--- src/rtl/frequency_meter.sv ---
// frequency_meter
//   Counts rising edges of an asynchronous test signal over a fixed gate window of
//   GATE_CYCLES clocks, then converts the count to 5 BCD digits with an iterative
//   double dabble (one bit per clock).
//
// Parameters
//   GATE_CYCLES  gate window length in clk cycles
//   CNT_W        edge counter / result width (2..16); the counter saturates at 2^CNT_W-1
//   SYNC_STAGES  synchronizer depth on sig_in (>= 2)
//
// Ports
//   clk       in   system clock, rising edge
//   rst       in   synchronous active-high reset
//   en        in   block enable; low aborts any measurement without a result
//   start     in   single-shot request, honoured in idle only
//   cont      in   continuous mode, re-arms after every result
//   sig_in    in   asynchronous signal under test
//   busy      out  high while gating or converting
//   freq_cnt  out  last completed edge count
//   bcd       out  last completed count as 5 BCD digits, [19:16] most significant
//   ovf       out  last completed count saturated
//   valid     out  one-cycle pulse when freq_cnt, bcd and ovf update
module frequency_meter #(
   parameter int unsigned GATE_CYCLES = 50000,
   parameter int unsigned CNT_W       = 16,
   parameter int unsigned SYNC_STAGES = 2
) (
   input  logic             clk,
   input  logic             rst,
   input  logic             en,
   input  logic             start,
   input  logic             cont,
   input  logic             sig_in,
   output logic             busy,
   output logic [CNT_W-1:0] freq_cnt,
   output logic [19:0]      bcd,
   output logic             ovf,
   output logic             valid
);

   localparam int unsigned GATE_W = (GATE_CYCLES > 1) ? $clog2(GATE_CYCLES) : 1;
   localparam int unsigned CONV_W = (CNT_W > 1) ? $clog2(CNT_W) : 1;
   localparam logic [GATE_W-1:0] GATE_LAST = GATE_W'(GATE_CYCLES - 1);
   localparam logic [CONV_W-1:0] CONV_LAST = CONV_W'(CNT_W - 1);
   localparam logic [CNT_W-1:0]  CNT_MAX   = '1;

   typedef enum logic [1:0] {StIdle, StGate, StConvert, StDone} state_e;

   state_e                 state_q;
   logic [SYNC_STAGES-1:0] sync_q;
   logic                   edge_q;
   logic [CNT_W-1:0]       cnt_q;
   logic                   ovf_int_q;
   logic [GATE_W-1:0]      gate_q;
   logic [CONV_W-1:0]      conv_q;
   logic [CNT_W-1:0]       dd_bin_q;
   logic [19:0]            dd_bcd_q;

   logic             edge_det;
   logic             arm;
   logic [CNT_W-1:0] cnt_inc;
   logic             ovf_inc;
   logic [19:0]      dd_adj;
   logic [19:0]      dd_bcd_d;

   assign edge_det = sync_q[SYNC_STAGES-1] & ~edge_q;

   // A new window starts from idle on any request, or straight out of done in cont mode.
   assign arm = en & (((state_q == StIdle) & (start | cont)) | ((state_q == StDone) & cont));

   // Saturating edge count; ovf_int only flags an edge that arrived while already at max.
   always_comb begin
      cnt_inc = cnt_q;
      ovf_inc = ovf_int_q;
      if (edge_det) begin
         if (cnt_q == CNT_MAX) begin
            ovf_inc = 1'b1;
         end else begin
            cnt_inc = cnt_q + CNT_W'(1);
         end
      end
   end

   // One double dabble step: add 3 to every digit >= 5, then shift in the next binary bit.
   always_comb begin
      dd_adj = dd_bcd_q;
      for (int i = 0; i < 5; i++) begin
         if (dd_bcd_q[4*i +: 4] >= 4'd5) begin
            dd_adj[4*i +: 4] = dd_bcd_q[4*i +: 4] + 4'd3;
         end
      end
      dd_bcd_d = {dd_adj[18:0], dd_bin_q[CNT_W-1]};
   end

   always_ff @(posedge clk) begin
      if (rst) begin
         state_q   <= StIdle;
         sync_q    <= '0;
         edge_q    <= 1'b0;
         cnt_q     <= '0;
         ovf_int_q <= 1'b0;
         gate_q    <= '0;
         conv_q    <= '0;
         dd_bin_q  <= '0;
         dd_bcd_q  <= '0;
         busy      <= 1'b0;
         valid     <= 1'b0;
         freq_cnt  <= '0;
         bcd       <= '0;
         ovf       <= 1'b0;
      end else begin
         sync_q <= {sync_q[SYNC_STAGES-2:0], sig_in};
         edge_q <= sync_q[SYNC_STAGES-1];
         valid  <= 1'b0;

         if (!en) begin
            // Abort: results from the previous measurement are left untouched.
            state_q <= StIdle;
            busy    <= 1'b0;
         end else if (arm) begin
            state_q   <= StGate;
            cnt_q     <= '0;
            ovf_int_q <= 1'b0;
            gate_q    <= '0;
            busy      <= 1'b1;
         end else begin
            case (state_q)
               StGate: begin
                  cnt_q     <= cnt_inc;
                  ovf_int_q <= ovf_inc;
                  gate_q    <= gate_q + GATE_W'(1);
                  if (gate_q == GATE_LAST) begin
                     // The last gate cycle's edge is included in the captured value.
                     state_q  <= StConvert;
                     dd_bin_q <= cnt_inc;
                     dd_bcd_q <= '0;
                     conv_q   <= '0;
                  end
               end
               StConvert: begin
                  dd_bcd_q <= dd_bcd_d;
                  dd_bin_q <= {dd_bin_q[CNT_W-2:0], 1'b0};
                  conv_q   <= conv_q + CONV_W'(1);
                  if (conv_q == CONV_LAST) begin
                     state_q  <= StDone;
                     busy     <= 1'b0;
                     valid    <= 1'b1;
                     freq_cnt <= cnt_q;
                     ovf      <= ovf_int_q;
                     bcd      <= dd_bcd_d;
                  end
               end
               StDone:  state_q <= StIdle;
               default: state_q <= StIdle;
            endcase
         end
      end
   end

endmodule
--- config.mk ---
export PLATFORM = sky130hd
export DESIGN_NAME = frequency_meter
export DESIGN_NICKNAME = d
export VERILOG_FILES = /design/src/rtl/frequency_meter.sv
export SDC_FILE = /design/constraint.sdc
export NUM_CORES = 1
export LEC_CHECK = 0
export ABC_AREA = 0
export BUFFER_PORTS_ARGS = -buffer_cell sky130_fd_sc_hd__buf_2
export CORE_MARGIN = 2
export CORE_UTILIZATION = 35
export CTS_CLUSTER_DIAMETER = 200
export DETAILED_ROUTE_END_ITERATION = 16
export PLACE_DENSITY = 0.48
export SYNTH_ARGS = -nofsm -noshare
export SYNTH_HDL_FRONTEND = slang
export SYNTH_SLANG_ARGS = --single-unit
--- constraint.sdc ---
create_clock -name clk -period 2.4 [get_ports clk]
set_input_delay 0.12 -clock clk [delete_from_list [all_inputs] [get_ports clk]]
set_output_delay 0.12 -clock clk [all_outputs]
set_load 0.005 [all_outputs]
======== Word level (Yosys, flattened, before mapping) ========
Cells that the tools add are included.
Widths: inputs -> output; s select.
operators by class
  bitwise operators ....................... 10
  reduce and logical (&&, ||, !) cells .... 17
  mux-type cells .......................... 29
  magnitude comparators ................... 5
  equal/unequal tests ..................... 10
  multipliers ............................. 0
  div/mod/pow operators ................... 0
  add/sub/neg operators ................... 8
  shifts and indexed selects .............. 0
operator list
  cell                   count
  $mux 16                7
  $pmux 20 s2            1
  $add 16x1->16 const B  2
  $eq 16x16->1 const B   2
  $pmux 16 s2            1
  $ge 4x3->1 const B     5
  $mux 20                1
  $mux 4                 5
  $add 4x2->4 const B    4
  $reduce_and 4->1       3
  $reduce_bool 2->1      6
  $mux 1                 9
  $pmux 4 s2             1
  $reduce_and 2->1       4
  $ne 3x3->1 const B     2
  $add 4x1->4 const B    1
  $and 1x1->1            4
  $eq 2x2->1 const B     2
  $eq 4x4->1 const B     1
  $mux 2                 2
  $ne 2x2->1 const B     2
  $not 1->1              4
  $pmux 2 s2             1
  $reduce_or 4->1        1
  7 further kinds        8
word-level totals
  memories kept ........................... 0
  memory bits (writable) .................. 0
  input bits .............................. 6
  word-level logic and storage cells ...... 94
  output and inout port bits .............. 39
  latch bits .............................. 0
  memory bits (read-only) ................. 0
  register bits ........................... 117

======== Depth between registers and ports, before layout ========
  depth in word-level cells ............... 6
  mapped depth ............................ 10
  gate-level depth less buffers ........... 7

======== Worst setup path before layout ========
Ideal clock, no wire load.
  path type ............................... reg-to-reg
  from .................................... register state_q[0]
  to ...................................... register dd_bcd_q[10]
  required time ........................... 2.268 ns
  cell stages (with the launch flop) ...... 11
  arrival time ............................ 1.959 ns
  library setup time ...................... 0.132 ns
  buffers on the path ..................... 3
  clock period less this slack ............ 2.091 ns
  setup slack ............................. 0.309 ns
  path through ............................ dfxtp_1 inv_1 ha_1 o21a_1 or3_1 clkbuf_2 or2_2 buf_2 buf_2 nand3_1 a21oi_1
between the ends
  cells in the longest elaborated chain, start to end .. 6
  elaborated cells between the ends (all ways) .. 13
  those cells by class .................... eq/ne (4); mux (1); bitwise (5); reduce/logical (3)
ends and longest elaborated chain
  what                                                  line  text
  from (decl)                                           49    state_e state_q;
  from (signal assigned)                                97    state_q <= StIdle;
  from (signal assigned)                                118   state_q <= StIdle;
  from (signal assigned)                                121   state_q <= StGate;
  $eq 2x2->1 / $logic_not 2->1 (equally long branches)  69    assign arm = en & (((state_q == StIdle) & (start | cont)) | ((state_q == StDone) & cont));
  $and 1x1->1                                           69
  $or 1x1->1                                            69
  $and 1x1->1                                           69
  $not 1->1 (no line)                                   -
  $reduce_and 4->1 (no line)                            -
  to (signal assigned)                                  105   dd_bcd_q <= '0;
  to (signal assigned)                                  136   dd_bcd_q <= '0;
  to (signal assigned)                                  141   dd_bcd_q <= dd_bcd_d;
  to (decl)                                             57    logic [19:0] dd_bcd_q;
Several ways; a longest one is shown, not always the timed one.
A chain may end at the register's enable or synchronous reset.

======== Final worst setup path ========
  from .................................... register state_q[0]
  to ...................................... register dd_bin_q[3]
between the ends
  cells in the longest elaborated chain, start to end .. 6
  elaborated cells between the ends (all ways) .. 13
  those cells by class .................... eq/ne (4); mux (1); bitwise (5); reduce/logical (3)
ends and longest elaborated chain
  what                                                  line  text
  $eq 2x2->1 / $logic_not 2->1 (equally long branches)  69
  $and 1x1->1                                           69
  $or 1x1->1                                            69
  $and 1x1->1                                           69
  $not 1->1 (no line)                                   -
  $reduce_and 4->1 (no line)                            -
  to (signal assigned)                                  135   dd_bin_q <= cnt_inc;
  to (signal assigned)                                  142   dd_bin_q <= {dd_bin_q[CNT_W-2:0], 1'b0};
  to (decl)                                             56    logic [CNT_W-1:0] dd_bin_q;
Several ways; a longest one is shown, not always the timed one.

==> impl_metrics.ini <==
[outcome]
status = complete, no violations

[timing]
max_clock_freq_mhz = 455
rsz0062_at_grt = false
finalCritPeriodShare_pct = 91.6
finalMaxSlewViolations = 0
setup_tns_ns = 0
hold_viol_final = 0
setup_viol = 0
relSlewSlack_pct = 58.2
fin_crit_ns = 2.20
tightest_slew_ns = 0.627
finalClockSkew_ns = 0.00800

[global_routing]
grt_pass1_vias = 4716
gr-total-overflow = 0
gr-max-usage-layer = met2
use_met1_pct = 23.3
grt_use_met3_pct = 4.78
track_usage_pct = 18.3
grt_start_max_net_pins = 60
grt_first_pass_wirelength_mm = 23.8
antenna_found_initial = 0
grt_use_met2_pct = 29.6

[cells_and_area]
final_util_pct = 43.2
drive_gt1_share_pct = 14.2
n_fill_cell = 1557
antennaDiodeCount = 0
fin_nets = 757
synthToLayoutAreaGrowth_pct = 20.2

[power_and_ir_drop]
pwr-share-clk_pct = 54.1
combinationalPowerShare_pct = 2.4
p_int_w = 0.00352
p_switching_w = 0.000968
seq_power_share_pct = 43.5
power.density_nw_per_um2 = 684
p_leak_nw = 2.38
swShare_pct = 21.6
irDropWorstVdd_mv = 0.480

[placement]
hpwl_mm = 9.67
place.gp.congestion = 0.843
portBuffers = 44

[synthesis]
synth_compound_area_share_pct = 18.2
synth.distinct_cells = 57
synth_area_um2 = 5460
synth_top_family_by_area = simple AND/OR/NAND/NOR gates
ys.flop_type = dfxtp_1
synth_enable_flop_cells = 0
synth.area.mux_share_pct = 1.67
avgSynthCellArea_um2 = 7.96
syn_nets = 709
ys_async_sr_fraction_pct = 0
synth_fa_ha_area_share_pct = 3.89
synth_xor_xnor_area_share_pct = 3.53
synth_seq_cells = 117
postSynthCellCount = 686
ys_seq_area_share_pct = 42.9
yosysWarnings = 0
synthSimpleGateAreaFrac_pct = 25.1

[die]
core_um2 = 15200
die_area_um2 = 16600
io_pins = 45
row_count = 45
initial_core_util_pct = 35.9
chipWidth_um = 129
fp.dieH_um = 129

[run]
drv_cap = 0

[clocking]
cts-root-buf = clkbuf_16
numCtsBuffers = 17
worstSkewPairLatency_ns = 0.42
cts.sinks = 117
post-cts-setup-buffers = 0
path_clk_slew_ns = 0.06
clock_path_buffers = 2
htree_levels = 4
cts_tree = built

[critical_path]
cp_max_fo = 10
r2r_end = dd_bin_q[3]$_SDFFE_PP0P_
critPathSlowestCell = or3_1
reg2reg_from = state_q[0]$_SDFFE_PP0P_
crit_type = flip-flop to flip-flop
worstPathArrival_ns = 2.51
worst-endpoint-required_ns = 2.71
worstPathCellList = inv_1 > ha_1 > o21a_1 > or3_1 > o22a_1 > buf_4 > o41ai_1
ff2ff_setup_slack_ns = 0.20
slowest_delay_ns = 0.43
worst_setup_path_end_kind = flip-flop
ff2ff_path_depth = 7
start_kind = flip-flop

[route]
drt_iter0_markers = 235
drt_pass1_iterations = 5
wl_per_cell_um = 15.3
antenna_left = 0
via_per_inst = 5.31
drcViolationCount = 0
num_vias = 4968
totalWireLength_mm = 14.3

[hold_path]
min_from = en
hp-class = input port to flip-flop
min_to = busy$_SDFFE_PP0P_
hold_depth = 3
==> worst max-delay path: cells and delay by family (launching register included) <==
kind	cells	cell delay, ns
fa+ha+maj	1	0.21
simple gates	1	0.43
flops	1	0.37
buf+inv	2	0.30
compound gates	3	0.79
==> cell usage in the layout, fill, tap and decap left out, drive strengths merged, types with 6 or more instances in the layout <==
| cell | Yosys | routed |
|---|---|---|
| a211oi | 6 | 6 |
| a21oi | 78 | 78 |
| and3 | 6 | 6 |
| buf | 10 | 71 |
| clkbuf | 33 | 22 |
| clkinv | 1 | 8 |
| dfxtp | 117 | 117 |
| ha | 17 | 17 |
| inv | 19 | 19 |
| mux2i | 8 | 8 |
| nand2 | 119 | 119 |
| nand2b | 11 | 11 |
| nand3 | 39 | 39 |
| nand4 | 16 | 16 |
| nor2 | 47 | 47 |
| nor3 | 21 | 21 |
| o21ai | 38 | 38 |
| o221ai | 7 | 7 |
| or3 | 6 | 6 |
| xnor2 | 14 | 14 |
| xor2 | 8 | 8 |
==> synth_stat cells (7+ instances only) <==
master / count / area, um^2
mux2i_1: 8 / 80.1
ha_1: 17 / 213
xnor2_1: 14 / 123
clkbuf_1: 31 / 116
xor2_1: 8 / 70.1
nand2b_1: 11 / 68.8
inv_1: 19 / 71.3
o221ai_1: 7 / 61.3
nand3_1: 39 / 195
nor2_1: 47 / 176
nand2_1: 119 / 447
o21ai_0: 38 / 190
nand4_1: 16 / 100
buf_2: 8 / 40.0
dfxtp_1: 117 / 2340
a21oi_1: 78 / 390
nor3_1: 21 / 105
==> per-layer routing <==
layer  vias to the layer above  part of all wire (%)
li1                       2509                     -
met1                      2335                    48
met2                       105                    46
met3                        19                   3.9
met4                         0                   1.9
met5                         -                     0
==> cell type report <==
cell class / count / area, um^2 / area share, %
multi-input combinational: 506 / 2880 / 43.9
sequential: 117 / 2340 / 35.7
timing repair buffer: 72 / 470 / 7.17
clock buffer: 22 / 454 / 6.92
tap: 188 / 235 / 3.58
clock inverter: 10 / 106 / 1.62
inverter: 20 / 75.1 / 1.14
==> timing repair <==
item	in CTS	in global routing
endpoints found under the setup margin	0	9
resized for setup	0	3
endpoints found under the hold margin	1	0
hold buffers	1	0
==> flip-flops by register name, summed over array words and instances, names as in the netlist <==
name and flops:
valid 1, freq_cnt 16, state_q 2, sync_q 2, cnt_q 16, ovf_int_q 1, dd_bin_q 16, edge_q 1
ovf 1, bcd 20, conv_q 4, busy 1, dd_bcd_q 20, gate_q 16
==> cells by family (layout without fill, tap and decap cells) <==
kind of cell,Yosys count,after routing
buffers and inverters,63,124
and+or+nand+nor,291,291
xor gates and xnor gates,22,22
adders and majority gates,17,17
DFF,117,117
AOI/OAI and AO/OA,167,167
muxes,9,9
==> through the flow <==
stage	setup slack (ns)	cells	area, um^2	hold slack, ns	total power (W)
2_1_floorplan	0.309	686	5460	0.248	0.00206
3_3_place_gp	0.219	902	5980	0.342	0.00210
3_5_place_dp	0.130	902	5980	0.346	0.00210
4_1_cts	0.109	935	6550	0.0480	0.00454
5_1_grt	0.0117	935	6560	0.0919	0.00465
6_report	0.201	935	6560	0.0597	0.00449
==> power groups by stage <==
| stage | combinational, W | sequential, W | clock (W) |
|---|---|---|---|
| global placement | 0.000109 | 0.00199 | 0 |
| CTS | 0.000111 | 0.00195 | 0.00247 |
| finish | 0.000109 | 0.00195 | 0.00243 |
| floorplan | 0.0000690 | 0.00199 | 0 |
| detailed placement | 0.000109 | 0.00199 | 0 |
| global route | 0.000122 | 0.00195 | 0.00258 |
==> worst max path at each step <==
stage | end | slack [ns] | cells after the start | from
CTS | dd_bin_q[10]$_SDFFE_PP0P_ | 0.11 | 8 | state_q[0]$_SDFFE_PP0P_
finish | dd_bin_q[3]$_SDFFE_PP0P_ | 0.20 | 7 | state_q[0]$_SDFFE_PP0P_
detailed placement | dd_bin_q[10]$_SDFFE_PP0P_ | 0.13 | 8 | state_q[0]$_SDFFE_PP0P_
global placement | dd_bin_q[11]$_SDFFE_PP0P_ | 0.22 | 8 | state_q[0]$_SDFFE_PP0P_
global route | dd_bin_q[3]$_SDFFE_PP0P_ | 0.01 | 7 | state_q[0]$_SDFFE_PP0P_
floorplan | dd_bcd_q[10]$_SDFFE_PP0P_ | 0.31 | 10 | state_q[0]$_SDFFE_PP0P_
Power figures use the tool's default switching activity.
